## config.mk

```make
export PLATFORM = sky130hd
export DESIGN_NAME = if_fetch_flat
export DESIGN_NICKNAME = d
export VERILOG_FILES = /design/src/rtl/if_fetch_pkg.sv /design/src/rtl/if_fetch_if.sv /design/src/rtl/if_icache.sv /design/src/rtl/if_fetch.sv /design/src/flat_wrapper.sv
export SDC_FILE = /design/constraint.sdc
export NUM_CORES = 1
export LEC_CHECK = 0
export ABC_CLOCK_PERIOD_IN_PS = 5900
export CAP_MARGIN = 10
export CELL_PAD_IN_SITES_DETAIL_PLACEMENT = 1
export CELL_PAD_IN_SITES_GLOBAL_PLACEMENT = 2
export CORE_MARGIN = 2
export CORE_UTILIZATION = 27
export DETAILED_ROUTE_END_ITERATION = 10
export HOLD_SLACK_MARGIN = 0.02
export PLACE_DENSITY_LB_ADDON = 0.1
export SLEW_MARGIN = 25
export SYNTH_ARGS = -nofsm -noshare
export SYNTH_HDL_FRONTEND = slang
export SYNTH_HIERARCHICAL = 1
export SYNTH_SLANG_ARGS = --single-unit
export TNS_END_PERCENT = 20
```

## constraint.sdc

```tcl
create_clock -name clk -period 5.9 [get_ports clk]
set_clock_uncertainty 0.1 [all_clocks]
set_input_delay 1.77 -clock clk [delete_from_list [all_inputs] [get_ports clk]]
set_output_delay 1.77 -clock clk [all_outputs]
set_load 0.02 [all_outputs]
```

## src/rtl/if_fetch_pkg.sv

```systemverilog
// Shared definitions for the instruction-fetch stage.
//   if_state_e       : fetch FSM encodings IF_IDLE / IF_FETCH / IF_VALID (2 bits)
//   TRUE / FALSE     : single-bit flag constants
//   INST_W / BYTE_W  : instruction width and memory-port byte width
//   ICACHE_LINES_DEF : default line count of the optional instruction cache
package if_fetch_pkg;

  typedef enum logic [1:0] {
    IF_IDLE  = 2'd0,
    IF_FETCH = 2'd1,
    IF_VALID = 2'd2
  } if_state_e;

  localparam logic TRUE  = 1'b1;
  localparam logic FALSE = 1'b0;

  localparam int INST_W = 32;
  localparam int BYTE_W = 8;

  localparam int ICACHE_LINES_DEF = 64;

endpackage

```

## src/rtl/if_fetch_if.sv

```systemverilog
// Byte-wide read port between the fetch stage and the memory controller.
//   mem_req_o  : byte read request (fetch -> memory)
//   mem_addr_o : byte address      (fetch -> memory)
//   mem_ack_i  : request accepted, mem_data_i valid this cycle (memory -> fetch)
//   mem_data_i : returned byte     (memory -> fetch)
// Modports: master = fetch stage, slave = memory controller.
interface if_fetch_if #(
  parameter int ADDR_W = 32
);
  import if_fetch_pkg::*;

  logic              mem_req_o;
  logic [ADDR_W-1:0] mem_addr_o;
  logic              mem_ack_i;
  logic [BYTE_W-1:0] mem_data_i;

  modport master (
    output mem_req_o,
    output mem_addr_o,
    input  mem_ack_i,
    input  mem_data_i
  );

  modport slave (
    input  mem_req_o,
    input  mem_addr_o,
    output mem_ack_i,
    output mem_data_i
  );

endinterface

```

## src/rtl/if_icache.sv

```systemverilog
// Direct-mapped, one-word-per-line instruction cache (built only with ICACHE_EN).
// Addresses arrive as word addresses (byte address >> 2).
//   clk, rst      : clock, asynchronous active-high reset (clears valid bits)
//   lookup_waddr  : word address looked up combinationally
//   hit           : lookup_waddr is present
//   lookup_data   : cached word for lookup_waddr (meaningful when hit)
//   fill_en       : write fill_data into the line selected by fill_waddr
//   fill_waddr    : word address being filled
//   fill_data     : instruction word to store
module if_icache
  import if_fetch_pkg::*;
#(
  parameter int LINES  = ICACHE_LINES_DEF,
  parameter int ADDR_W = 32
) (
  input  logic              clk,
  input  logic              rst,
  input  logic [ADDR_W-3:0] lookup_waddr,
  output logic              hit,
  output logic [INST_W-1:0] lookup_data,
  input  logic              fill_en,
  input  logic [ADDR_W-3:0] fill_waddr,
  input  logic [INST_W-1:0] fill_data
);

  localparam int IDX_W = $clog2(LINES);
  localparam int TAG_W = ADDR_W - 2 - IDX_W;

  logic [LINES-1:0]  valid_q;
  logic [TAG_W-1:0]  tag_mem  [LINES];
  logic [INST_W-1:0] data_mem [LINES];

  logic [IDX_W-1:0] l_idx, f_idx;
  logic [TAG_W-1:0] l_tag, f_tag;

  assign l_idx = lookup_waddr[IDX_W-1:0];
  assign l_tag = lookup_waddr[ADDR_W-3:IDX_W];
  assign f_idx = fill_waddr[IDX_W-1:0];
  assign f_tag = fill_waddr[ADDR_W-3:IDX_W];

  assign hit         = valid_q[l_idx] && (tag_mem[l_idx] == l_tag);
  assign lookup_data = data_mem[l_idx];

  always_ff @(posedge clk or posedge rst) begin
    if (rst) begin
      valid_q <= '0;
    end else if (fill_en) begin
      valid_q[f_idx] <= TRUE;
    end
  end

  // NOTE: tag/data arrays are deliberately left out of reset; the valid bits
  // alone make stale contents invisible, and un-reset arrays map onto RAM.
  always_ff @(posedge clk) begin
    if (fill_en) begin
      tag_mem[f_idx]  <= f_tag;
      data_mem[f_idx] <= fill_data;
    end
  end

endmodule

```

## src/rtl/if_fetch.sv

```systemverilog
// Instruction-fetch stage: assembles each 32-bit instruction from four
// little-endian byte reads and hands it, with its PC, to the IF/ID register.
// Optional feature macro: ICACHE_EN (adds a direct-mapped instruction cache).
//   clk, rst     : clock, asynchronous active-high reset
//   rdy          : global ready; when low every register holds
//   pc_i         : current PC from pc_reg
//   stall_i      : IF/ID not accepting
//   jump_i       : one-cycle redirect pulse from EX
//   mem          : byte read port (if_fetch_if.master)
//   inst_o       : fetched instruction
//   inst_pc_o    : PC of inst_o
//   inst_valid_o : inst_o / inst_pc_o valid
//   if_stall_o   : fetch busy, pc_reg and IF/ID must hold
// All outputs are decoded from registered state only, so no input reaches an
// output combinationally. if_stall_o is high whenever the stage is not
// presenting an instruction, including right after reset.
module if_fetch
  import if_fetch_pkg::*;
#(
  parameter int ICACHE_LINES = ICACHE_LINES_DEF,
  parameter int ADDR_W       = 32
) (
  input  logic              clk,
  input  logic              rst,
  input  logic              rdy,
  input  logic [ADDR_W-1:0] pc_i,
  input  logic              stall_i,
  input  logic              jump_i,
  if_fetch_if.master        mem,
  output logic [INST_W-1:0] inst_o,
  output logic [ADDR_W-1:0] inst_pc_o,
  output logic              inst_valid_o,
  output logic              if_stall_o
);

  if_state_e         state;
  logic [1:0]        cnt;        // byte index within the word being fetched
  logic              discard_q;  // a redirect arrived; drop this fetch
  logic [ADDR_W-1:0] fpc;
  logic [INST_W-1:0] inst_q;

  logic              cache_hit;
  logic [INST_W-1:0] cache_data;

`ifdef ICACHE_EN
  logic fill_en;

  // Fill only on the last byte of a fetch that is not being thrown away,
  // including a redirect arriving together with that last ack.
  assign fill_en = rdy && (state == IF_FETCH) && mem.mem_ack_i &&
                   (cnt == 2'd3) && !discard_q && !jump_i;

  if_icache #(
    .LINES  (ICACHE_LINES),
    .ADDR_W (ADDR_W)
  ) u_icache (
    .clk          (clk),
    .rst          (rst),
    .lookup_waddr (pc_i[ADDR_W-1:2]),
    .hit          (cache_hit),
    .lookup_data  (cache_data),
    .fill_en      (fill_en),
    .fill_waddr   (fpc[ADDR_W-1:2]),
    .fill_data    ({mem.mem_data_i, inst_q[INST_W-BYTE_W-1:0]})
  );
`else
  assign cache_hit  = FALSE;
  assign cache_data = '0;
`endif

  // NOTE: state registers use non-blocking assignments so every flop samples
  // pre-edge values; blocking here would create order-dependent races.
  always_ff @(posedge clk or posedge rst) begin
    if (rst) begin
      state     <= IF_IDLE;
      cnt       <= 2'd0;
      discard_q <= FALSE;
      fpc       <= '0;
      inst_q    <= '0;
    end else if (rdy) begin
      unique case (state)
        IF_IDLE: begin
          // During a redirect pulse pc_i still shows the old PC; wait it out.
          if (!jump_i) begin
            fpc <= pc_i;
            if (cache_hit) begin
              inst_q <= cache_data;
              state  <= IF_VALID;
            end else begin
              cnt   <= 2'd0;
              state <= IF_FETCH;
            end
          end
        end
        IF_FETCH: begin
          if (mem.mem_ack_i) begin
            inst_q[cnt*BYTE_W +: BYTE_W] <= mem.mem_data_i;
            cnt <= cnt + 2'd1;
            // The accepted byte completes the outstanding request; a pending
            // or coincident redirect then abandons the word.
            if (discard_q || jump_i) begin
              discard_q <= FALSE;
              state     <= IF_IDLE;
            end else if (cnt == 2'd3) begin
              state <= IF_VALID;
            end
          end else if (jump_i) begin
            discard_q <= TRUE;
          end
        end
        IF_VALID: begin
          if (jump_i || !stall_i) begin
            state <= IF_IDLE;
          end
        end
        default: state <= IF_IDLE;
      endcase
    end
  end

  assign mem.mem_req_o  = (state == IF_FETCH);
  assign mem.mem_addr_o = fpc + ADDR_W'(cnt);

  assign inst_o       = inst_q;
  assign inst_pc_o    = fpc;
  assign inst_valid_o = (state == IF_VALID);
  assign if_stall_o   = (state != IF_VALID);

endmodule

```

## src/flat_wrapper.sv

```systemverilog
// flat-port wrapper written by rule: the top's interface ports become plain ports
module if_fetch_flat import if_fetch_pkg::*;
#(
  parameter int ICACHE_LINES = ICACHE_LINES_DEF,
  parameter int ADDR_W       = 32
)
  (clk, rst, rdy, pc_i, stall_i, jump_i, inst_o, inst_pc_o, inst_valid_o, if_stall_o, mem_mem_req_o, mem_mem_addr_o, mem_mem_ack_i, mem_mem_data_i);
  if_fetch_if #(.ADDR_W(ADDR_W)) mem_i ();
  input  logic clk;
  input  logic rst;
  input  logic rdy;
  input  logic [ADDR_W-1:0] pc_i;
  input  logic stall_i;
  input  logic jump_i;
  output logic [INST_W-1:0] inst_o;
  output logic [ADDR_W-1:0] inst_pc_o;
  output logic inst_valid_o;
  output logic if_stall_o;
  output wire logic [$bits(mem_i.mem_req_o)-1:0] mem_mem_req_o;
  output wire logic [$bits(mem_i.mem_addr_o)-1:0] mem_mem_addr_o;
  input wire logic [$bits(mem_i.mem_ack_i)-1:0] mem_mem_ack_i;
  input wire logic [$bits(mem_i.mem_data_i)-1:0] mem_mem_data_i;
  assign mem_mem_req_o = mem_i.mem_req_o;
  assign mem_mem_addr_o = mem_i.mem_addr_o;
  assign mem_i.mem_ack_i = mem_mem_ack_i;
  assign mem_i.mem_data_i = mem_mem_data_i;
  if_fetch #(.ICACHE_LINES(ICACHE_LINES), .ADDR_W(ADDR_W)) u_core (.clk(clk), .rst(rst), .rdy(rdy), .pc_i(pc_i), .stall_i(stall_i), .jump_i(jump_i), .mem(mem_i), .inst_o(inst_o), .inst_pc_o(inst_pc_o), .inst_valid_o(inst_valid_o), .if_stall_o(if_stall_o));
endmodule
```

==> results of run 1 <==
-- final cells by class --
| class | instances | share of cell area (%) |
|---|---|---|
| sequential | 69 | 31.7 |
| multi-input combinational | 254 | 31.0 |
| timing repair buffer | 147 | 26.9 |
| clock buffer | 9 | 4.14 |
| tap | 172 | 3.95 |
| clock inverter | 7 | 1.66 |
| inverter | 9 | 0.621 |
-- tightest hold or removal path, stage by stage, from the launching register on --
cell and delay (ps):
dfrtp_1 340, nand2_1 50, o21ai_0 60
-- power breakdown --
| part | leakage (nW) | switching, mW | internal, mW |
|---|---|---|---|
| Clock | 0.151 | 0.201 | 0.367 |
| Combinational | 1.12 | 0.867 | 0.842 |
| Sequential | 0.883 | 0.247 | 0.682 |
| Total | 2.15 | 1.31 | 1.89 |
-- per-stage QoR --
stage	setup WS [ps]	utilization, %	area, µm²	cells	hold WS (ps)
3_5_place_dp	939	40.6	5120	651	373
4_1_cts	576	43.1	5440	667	387
6_report	602	43.1	5440	667	380
5_1_grt	352	43.1	5440	667	419
2_1_floorplan	1540	-	3480	342	378
3_3_place_gp	994	40.6	5120	651	363
-- synth_stat cells, drive strengths merged --
library cell,n,area share [%]
mux2,31,10
nor2b,2,0.36
a21oi,3,0.43
buf,4,0.58
inv,9,0.97
nand2b,4,0.72
a31oi,1,0.18
nand2,79,8.5
or2b,1,0.22
clkbuf,6,0.65
nor3,4,0.58
nand4,13,2.3
or4,1,0.32
ha,8,2.9
nor2,10,1.1
xnor2,24,6.0
nor4,4,1.3
nand4b,1,0.25
nor3b,3,0.65
a22o,1,0.25
and4b,1,0.29
and3,4,0.72
nor4b,2,1.1
nand3,10,1.6
o21ai,34,4.9
a21boi,1,0.22
or3,1,0.18
and4,3,0.75
dfrtp,69,50
a41o,1,0.29
fa,1,0.58
xor2,6,1.5
-- cell families (layout without fill, tap and decap cells) --
kind of cell               count (synthesis)  count (layout)  share of synthesized area, %
and+or+nand+nor                          143             143                          20.9
muxes                                     31              31                          10.0
buffers and inverters                     19             172                          2.19
xor gates and xnor gates                  30              30                          7.55
AOI/OAI and AO/OA                         41              41                          6.25
DFF                                       69              69                          49.6
adders and majority gates                  9               9                          3.45
-- state kept, by name, summed over array words and instances (netlist names) --
register and count:
u_core/inst_pc_o 32, u_core/cnt 2, u_core/state 2, u_core/inst_o 32, u_core/discard_q 1
-- path summary, 6_finish.rpt --
check	start	slack, ps	endpoint
setup / recovery	u_core/cnt[0]$_DFFE_PP0P_	600	mem_mem_addr_o[20]
hold / removal	u_core/inst_o[23]$_DFFE_PP0P_	380	u_core/inst_o[23]$_DFFE_PP0P_
setup reg to reg	u_core/cnt[0]$_DFFE_PP0P_	3480	u_core/inst_o[11]$_DFFE_PP0P_
hold reg to reg	u_core/inst_o[23]$_DFFE_PP0P_	380	u_core/inst_o[23]$_DFFE_PP0P_
max in group asynchronous	rst	2920	u_core/inst_o[25]$_DFFE_PP0P_
min in group asynchronous	rst	1860	u_core/inst_o[8]$_DFFE_PP0P_
-- metal layers --
layer,GRT usage [%],share of wire [%]
met5,0,0
met4,3.16,0.73
met3,4.94,5.8
met2,26.4,48
met1,20.7,46
-- placed cells by master (no fill, tap or decap), types with 2 or more instances in the layout --
cell and n:
and3_1 4, xnor2_1 24, and4_1 3, nand3_1 9, buf_4 3, clkinvlp_4 2
nor4_2 3, inv_1 8, bufinv_16 2, clkinv_2 3, nor3_1 4, xor2_1 6
a21oi_1 3, o21ai_0 34, ha_1 8, nor3b_2 2, nor2_1 10, clkbuf_16 9
nand2_1 79, nand2b_1 4, clkdlybuf4s50_1 144, dfrtp_1 69, nand4_1 13, nor2b_1 2
mux2_2 31
==> results.cfg, run 1 <==
[route]
viasPerCell = 4.52
vias = 3013
first_pass_iters = 4
antenna_left = 0
drtIter0Drc = 106
routed_wirelength_mm = 10.8
route.detailed.drc = 0
wl_per_cell_um = 16.2

[critical_path]
cp-start-kind = register
cp_cell_sequence = ha_1 -> inv_1 -> fa_1 -> nand2b_1 -> or4_4 -> nor4_2 -> xor2_1 -> clkdlybuf4s50_1
endpoint_kind = output pin
critPathKind = register to output pin
crit_required_ps = 4030
path_max_fanout = 8
path_delay_family = simple AND/OR/NAND/NOR gates
critical_path_depth = 8
arrival_ps = 3430
rr_worst_depth = 5
cpPeakStageDelay_ps = 630
cp_slowest_cell = clkdlybuf4s50_1
path_buf_inv = 2

[clocking]
clk_latency_ps = 320
clock-root-buffer = clkbuf_16
cts_buffers = 9
ctsHoldBuffers = 0
cts_num_sinks = 69
cts_max_path_buffers = 2
clk_pin_slew_ps = 60
ctsResizeCount = 0
cts_tree = built
htree_levels = 3
post-cts-setup-buffer-count = 0

[synth]
synth_area_mm2 = 0.00348
synth.yosys.warnings = 6
synth_nets = 397
yosysSeqAreaShare_pct = 49.6
ys_ff_latch = 69
syn_avg_cell_area_um2 = 10.2
ys_types = 35
syn-instance-count = 342

[floorplan]
floorplan.rows = 41
die-height_um = 118
dieArea_mm2 = 0.0138
die_w_um = 118
initial_utilization_pct = 27.6
core_mm2 = 0.0126
pin_count = 145

[grt]
grt_max_degree = 42
track_usage_pct = 15.9
grt_pass1_wl_mm = 17.6
antenna_found_initial = 0
grt_pass1_vias = 3177
overflow = 0

[pwr]
finalPower_mw = 3.21
peakVddDrop_v = 0.000234
p_leak_nw = 2.15
p_per_area_mw_per_mm2 = 589

[timing]
drv_slew = 0
setup_violations = 0
min_period_ps = 5300
rsz0062_at_grt = no
tns_ps = 0
relSlewSlack_pct = 32.3
timing.fmax_mhz = 189
fin_crit_sh_pct = 89.8
finalHoldViolations = 0
worst_slew_pin_slew_ps = 1010

[finish]
regArea_mm2 = 0.00173
drive_above_1_share_pct = 12.1
multiInputGateArea_mm2 = 0.00169
area_growth_pct = 56.4
num-fill-cells = 1455
nNetsFinal = 545
antennaDiodeCount = 0

[worst_hold_path]
hold_path.class = register to register
min_path_cells = 2

[placed_design]
port_buffers = 144
routabilityCongestion = 0.729
hpwl_mm = 8.15

[status]
run_status = finished, final reports clean

[flow_run]
maxCapViolations = 0
Note: power is estimated with default switching activity, not from simulation.
==> run 2, diff against run 1 <==
ABC_CLOCK_PERIOD_IN_PS = not set   (was 5900)
SKIP_CTS_REPAIR_TIMING = 1   (was not set)
==> results of run 2 <==
Final layout, timing and power as in run 1 (identical DEF).
